## src/rtl/branch_predictor.sv

```systemverilog
// Fetch-side branch predictor: direct-mapped BTB (valid/tag/target) plus a
// 2-bit saturating-counter PHT, with EX-side mispredict/recovery outputs and
// saturating statistics counters.
// Optional build macro GSHARE_EN: PHT index is XORed with a global history
// register that is updated on every resolved branch.
module branch_predictor #(
    parameter int INDEX_BITS = 6,
    parameter int TAG_BITS   = 8,
    parameter int GHR_BITS   = 6
) (
    input  logic        clk,
    input  logic        reset,
    input  logic [31:0] pc_IF,
    output logic        predTaken_IF,
    output logic [31:0] predTarget_IF,
    input  logic        update_EX,
    input  logic [31:0] pc_EX,
    input  logic        taken_EX,
    input  logic [31:0] target_EX,
    input  logic        predTaken_EX,
    input  logic [31:0] predTarget_EX,
    output logic        mispredict_EX,
    output logic [31:0] recoverPC_EX,
    output logic [31:0] branchCount,
    output logic [31:0] mispredCount
);
    localparam int ENTRIES = 1 << INDEX_BITS;
    localparam int TAG_LO  = INDEX_BITS + 2;
    localparam int TAG_HI  = INDEX_BITS + TAG_BITS + 1;

    // Saturating 2-bit counter step toward the resolved direction.
    function automatic logic [1:0] ctr_step(input logic [1:0] ctr, input logic taken);
        if (taken) return (ctr == 2'b11) ? ctr : ctr + 2'b01;
        else       return (ctr == 2'b00) ? ctr : ctr - 2'b01;
    endfunction

    // 32-bit increment that sticks at all-ones.
    function automatic logic [31:0] sat_inc(input logic [31:0] v);
        return (v == 32'hFFFF_FFFF) ? v : v + 32'd1;
    endfunction

    logic                  valid_q  [ENTRIES];
    logic [TAG_BITS-1:0]   tag_q    [ENTRIES];
    logic [31:0]           target_q [ENTRIES];
    logic [1:0]            pht_q    [ENTRIES];
    logic [31:0]           branch_cnt_q, branch_cnt_d;
    logic [31:0]           mispred_cnt_q, mispred_cnt_d;

    logic [INDEX_BITS-1:0] idx_if, idx_ex, pidx_if, pidx_ex;
    logic [TAG_BITS-1:0]   tag_if, tag_ex;
    logic                  hit_if, hit_ex;
    logic                  btb_we, pht_we;
    logic [1:0]            pht_wdata;

    assign idx_if = pc_IF[INDEX_BITS+1:2];
    assign idx_ex = pc_EX[INDEX_BITS+1:2];
    assign tag_if = pc_IF[TAG_HI:TAG_LO];
    assign tag_ex = pc_EX[TAG_HI:TAG_LO];
    assign hit_if = valid_q[idx_if] && (tag_q[idx_if] == tag_if);
    assign hit_ex = valid_q[idx_ex] && (tag_q[idx_ex] == tag_ex);

`ifdef GSHARE_EN
    logic [GHR_BITS-1:0]   ghr_q, ghr_d;
    logic [INDEX_BITS-1:0] ghr_ext;

    assign ghr_ext = INDEX_BITS'(ghr_q);
    assign pidx_if = idx_if ^ ghr_ext;
    assign pidx_ex = idx_ex ^ ghr_ext;
    assign ghr_d   = update_EX ? {ghr_q[GHR_BITS-2:0], taken_EX} : ghr_q;

    // Global history shifts in every resolved outcome.
    always_ff @(posedge clk) begin
        if (reset) ghr_q <= '0;
        else       ghr_q <= ghr_d;
    end

    // PHT trains on every resolution; allocation leaves the counter alone.
    always_comb begin
        pht_we    = update_EX;
        pht_wdata = ctr_step(pht_q[pidx_ex], taken_EX);
    end
`else
    localparam int unused_ghr_bits = GHR_BITS;

    assign pidx_if = idx_if;
    assign pidx_ex = idx_ex;

    // PHT trains on a tag hit; a taken miss allocates as weakly taken.
    always_comb begin
        pht_we    = update_EX && (hit_ex || taken_EX);
        pht_wdata = hit_ex ? ctr_step(pht_q[pidx_ex], taken_EX) : 2'b10;
    end
`endif

    // Taken resolutions either refresh a hitting entry or replace the slot.
    assign btb_we = update_EX && taken_EX;

    assign predTaken_IF  = hit_if && pht_q[pidx_if][1];
    assign predTarget_IF = predTaken_IF ? target_q[idx_if] : pc_IF + 32'd4;

    assign mispredict_EX = update_EX && ((taken_EX != predTaken_EX) ||
                           (taken_EX && predTaken_EX && (target_EX != predTarget_EX)));
    assign recoverPC_EX  = !update_EX ? 32'd0 : (taken_EX ? target_EX : pc_EX + 32'd4);

    // Statistics advance once per resolution, saturating.
    always_comb begin
        branch_cnt_d  = branch_cnt_q;
        mispred_cnt_d = mispred_cnt_q;
        if (update_EX) begin
            branch_cnt_d = sat_inc(branch_cnt_q);
            if (mispredict_EX) mispred_cnt_d = sat_inc(mispred_cnt_q);
        end
    end

    // Control state: valid bits, PHT counters and statistics are reset.
    always_ff @(posedge clk) begin
        if (reset) begin
            for (int i = 0; i < ENTRIES; i++) begin
                valid_q[i] <= 1'b0;
                pht_q[i]   <= 2'b01;
            end
            branch_cnt_q  <= '0;
            mispred_cnt_q <= '0;
        end else begin
            if (btb_we) valid_q[idx_ex]  <= 1'b1;
            if (pht_we) pht_q[pidx_ex]   <= pht_wdata;
            branch_cnt_q  <= branch_cnt_d;
            mispred_cnt_q <= mispred_cnt_d;
        end
    end

    // BTB payload is qualified by valid, so it needs no reset.
    always_ff @(posedge clk) begin
        if (btb_we && !reset) begin
            tag_q[idx_ex]    <= tag_ex;
            target_q[idx_ex] <= target_EX;
        end
    end

    assign branchCount  = branch_cnt_q;
    assign mispredCount = mispred_cnt_q;

    logic unused_pc_bits;
    assign unused_pc_bits = ^{pc_IF[1:0], pc_IF[31:TAG_HI+1], pc_EX[1:0], pc_EX[31:TAG_HI+1]};
endmodule
```

## config.mk

```make
export PLATFORM = sky130hd
export DESIGN_NAME = branch_predictor
export DESIGN_NICKNAME = d
export VERILOG_FILES = /design/src/rtl/branch_predictor.sv
export SDC_FILE = /design/constraint.sdc
export NUM_CORES = 2
export LEC_CHECK = 0
export BUFFER_PORTS_ARGS = -buffer_cell sky130_fd_sc_hd__buf_4
export CORE_UTILIZATION = 30
export CTS_CLUSTER_DIAMETER = 80
export CTS_CLUSTER_SIZE = 40
export DETAILED_ROUTE_END_ITERATION = 10
export PLACE_DENSITY_LB_ADDON = 0.3
export SETUP_SLACK_MARGIN = 0.15
export SLEW_MARGIN = 20
export SYNTH_ARGS = -nofsm -noshare
export SYNTH_HDL_FRONTEND = slang
export SYNTH_SLANG_ARGS = --single-unit
```

## constraint.sdc

```tcl
create_clock -name clk -period 6.16 [get_ports clk]
set_clock_uncertainty 0.15 [all_clocks]
set_input_delay 0.616 -clock clk [delete_from_list [all_inputs] [get_ports clk]]
set_output_delay 0.616 -clock clk [all_outputs]
set_load 0.01 [all_outputs]
```

==> results by group <==
Cells and area
  – Fin area: 132,000 um2
  – Filler cells: 36,116
  – Area occupied by multi-input gates: 31,600 um2
  – Fin cells: 11,510
  – Fin nets: 6,351
  – Storage element area: 83,300 um2
  – Layout cells sized above 1: 0.287
  – Commonest non-fill, non-tap cell in the layout: edfxtp_1
  – Most frequent cells in the layout: edfxtp_1 (2,688), mux4_2 (842), buf_4 (481), nor2_1 (216), nand2_1 (204)
  – Layout area overhead: 13.3%

Power and ir drop
  – Sw power: 8.67 mW
  – Logic pwr share: 0.077
  – Pwr Density: 266 nW/um2
  – LEAKAGE: 40.6 nW
  – Share of power burned in registers: 0.600
  – Clk pwr share: 0.323
  – Net Sw Frac: 0.248
  – Internal: 26.4 mW
  – Worst vdd ir: 0.000260 V

Drt
  – Initial drt markers: 9,366
  – Routed WL: 409,000 um
  – DR pass1 iterations: 8
  – Vias per cell: 5.63
  – Vias: 64,790
  – DR DRC count: 0
  – WL/cell: 35.5 um
  – DRT antenna net count: 0

Critical path
  – Startpoint of the worst register-to-register path: valid_q[19]
  – Crit Path Max Fanout: 38
  – Top delay family on crit path: simple AND/OR/NAND/NOR gates
  – WS Path Type: in -> out
  – Largest stage delay, worst path: 0.57 ns
  – Crit path arrival time: 5.06 ns
  – Worst setup EP type: output port
  – CP startpoint: pc_EX[10]
  – Worst path cell trace: dlygate4sd3_1 -> buf_4 -> nand4_1 -> nor2_2 -> nand4_1 -> nor3_1 -> nand3_1 -> buf_4 -> xor2_1 -> nor2_1 -> a21oi_1 -> nor2_1 -> buf_4
  – Worst path required time: 5.39 ns
  – Reg-to-reg slack, setup: 1.35 ns
  – CP Buf/Inv Count: 4
  – Critical path depth: 13
  – Most frequent CP cell: buf_4
  – CP Capture Point: recoverPC_EX[31]
  – Reg2reg end: pht_q[29][0]
  – CP Launch Type: input pin
  – R2r worst-path depth: 12
  – CP max-delay cell: dlygate4sd3_1

Clock tree
  – Clk buf depth: 4
  – CTS H-tree lvls: 3
  – Clk slew on worst S/H paths: 0.13 ns
  – Worst-Skew Late Latency: 1.05 ns
  – Root Driver: clkbuf_16
  – CTS buffer count: 122
  – TritonCTS clock tree: done
  – TritonCTS Sinks: 2,816

Synth
  – Number of flops mapped to enable cells by yosys: 2,688
  – Seq cells post-synth: 2,816
  – Syn Area/Cell: 19.7 um2
  – Post-synthesis sequential area ratio: 0.717
  – Synth Instances: 5,904
  – Synth Cell Area: 116,000 um2
  – Syn nets: 6,042
  – Unique cell type count in the Yosys netlist: 74
  – Main synth FF type: edfxtp_1
  – Synth Warn #: 0
  – Post-synth ARST share: 0

STA
  – Final hold violations: 0
  – Final count of negative-setup-slack endpoints: 0
  – Slew HR: 0.166
  – Max-slew violation count: 0
  – Max Freq: 0.172 GHz
  – Setup_tns: 0 ns
  – Fin crit share: 0.945
  – RSZ-0062 raised after global routing: no
  – Worst Slack Setup Final: 0.338 ns
  – Fin crit period: 5.82 ns
  – Worst-Margin Slew: 1.25 ns

GRT
  – GR Util met1: 0.270
  – Largest net degree at the start of global routing: 99
  – Met3 GRT Util: 0.0351
  – Initial antenna violation count: 33
  – Met2 Use GR: 0.332
  – Gr usage total: 0.204
  – Global-route wire length before repair: 551,000 um
  – Gr ovfl total: 0
  – Vias in the first global route: 64,016
  – Gr busiest metal: met2

Die
  – Core area: 385,000 um2
  – DIE AREA: 390,000 um2
  – FP Rows: 228
  – Die X: 624 um
  – # IOs: 263
  – Initial Util: 0.301
  – Die Span Y: 624 um

Place
  – Placed insts: 11,248
  – RD Place Congestion: 0.906
  – Dpl cell area: 127,000 um2
  – Post-DP HPWL: 242,000 um
  – PortBufs: 262
  – Pre-CTS WS: 0.144 ns

Status
  – Status: finished, final reports clean

Min path
  – Worst min path class: in -> reg

Job
  – Max-Cap Viols: 0
## power groups by stage
stage / sequential (mW) / clock, mW / combinational, mW
6_report: 21.0 / 11.3 / 2.69
5_1_grt: 21.0 / 12.0 / 2.81
4_1_cts: 21.0 / 11.5 / 2.70
3_5_place_dp: 21.5 / 0 / 2.69
3_3_place_gp: 21.5 / 0 / 2.66
2_1_floorplan: 21.5 / 0 / 1.41
## Yosys cell counts, drive strengths merged, types with 4 or more instances
master | instances | area [um2]
nand4 | 102 | 638
and2 | 7 | 43.8
nor4 | 17 | 128
a21o | 66 | 495
nor3b | 7 | 52.6
a211oi | 11 | 82.6
a21oi | 81 | 409
a22o | 18 | 158
clkbuf | 216 | 812
nand2b | 12 | 75.1
o2bb2ai | 5 | 43.8
a222oi | 7 | 70.1
and4 | 12 | 105
xor2 | 103 | 902
and3 | 26 | 163
o2111ai | 5 | 43.8
nor2b | 17 | 106
or2 | 7 | 43.8
xnor2 | 56 | 490
a22oi | 61 | 458
nand3b | 8 | 60.1
o221ai | 13 | 114
nand2 | 205 | 769
or3 | 13 | 81.3
ha | 5 | 62.6
o21a | 16 | 120
a21boi | 4 | 30.0
nor3 | 28 | 171
o22a | 19 | 166
mux2i | 138 | 1390
nand3 | 76 | 380
edfxtp | 2688 | 80700
a221o | 29 | 290
o211ai | 20 | 150
buf | 186 | 1030
mux4 | 842 | 19000
dfxtp | 128 | 2560
inv | 19 | 71.3
o31ai | 9 | 67.6
o21ai | 121 | 606
o22ai | 46 | 288
mux2 | 76 | 860
a221oi | 68 | 596
nor2 | 281 | 1050
a31oi | 13 | 81.3
## metrics by stage
step,hold WS (ns),power (mW),util
floorplan,0.293,22.9,-
global placement,0.310,24.1,0.329
detailed placement,0.313,24.2,0.329
CTS,0.0143,35.2,0.341
global route,0.0669,35.8,0.342
finish,0.0641,35.0,0.342
## repair_timing
| item | in CTS | in global routing |
|---|---|---|
| buffers inserted | 0 | 0 |
| setup endpoints to repair | 1 | 0 |
| gates resized for setup | 1 | 0 |
| endpoints found under the hold margin | 284 | 0 |
| hold buffers | 15 | 0 |
## logic make-up after synthesis
kind of cell / Yosys count / share of synthesized area
DFF: 2816 / 0.717
and+or+nand+nor: 825 / 0.0340
muxes: 1056 / 0.183
AOI/OAI and AO/OA: 621 / 0.0375
buffers and inverters: 422 / 0.0165
xor gates and xnor gates: 159 / 0.0120
adders and majority gates: 5 / 0.000539
## worst min path at each step
stage,end,start,slack [ns],cells after the start
3_5_place_dp,valid_q[55],valid_q[55],0.31,1
6_report,tag_q[57][7],pc_EX[15],0.06,1
4_1_cts,tag_q[59][7],pc_EX[15],0.01,1
5_1_grt,tag_q[57][7],pc_EX[15],0.07,1
2_1_floorplan,valid_q[4],valid_q[4],0.29,1
3_3_place_gp,valid_q[2],valid_q[2],0.31,1
## layout make-up
type                    count  area share
diodes                     23    0.000437
clock buffers             127      0.0239
clock inverters            96      0.0116
inverters                  20    0.000656
multi-input cells        2666       0.240
flip-flops and latches   2816       0.633
well taps                5175      0.0492
repair buffers            587      0.0420
## registers in the layout, summed over array words and instances, names as in the netlist
| name | flops |
|---|---|
| tag_q | 512 |
| mispredCount | 32 |
| pht_q | 128 |
| valid_q | 64 |
| target_q | 2048 |
| branchCount | 32 |
## metal layers
layer  share of wire  vias up
li1                -    25200
met1            0.39    35384
met2            0.48     3552
met4           0.049       10
met3           0.086      644
met5         0.00016        -
No activity file was read; power rests on OpenSTA's default activity.
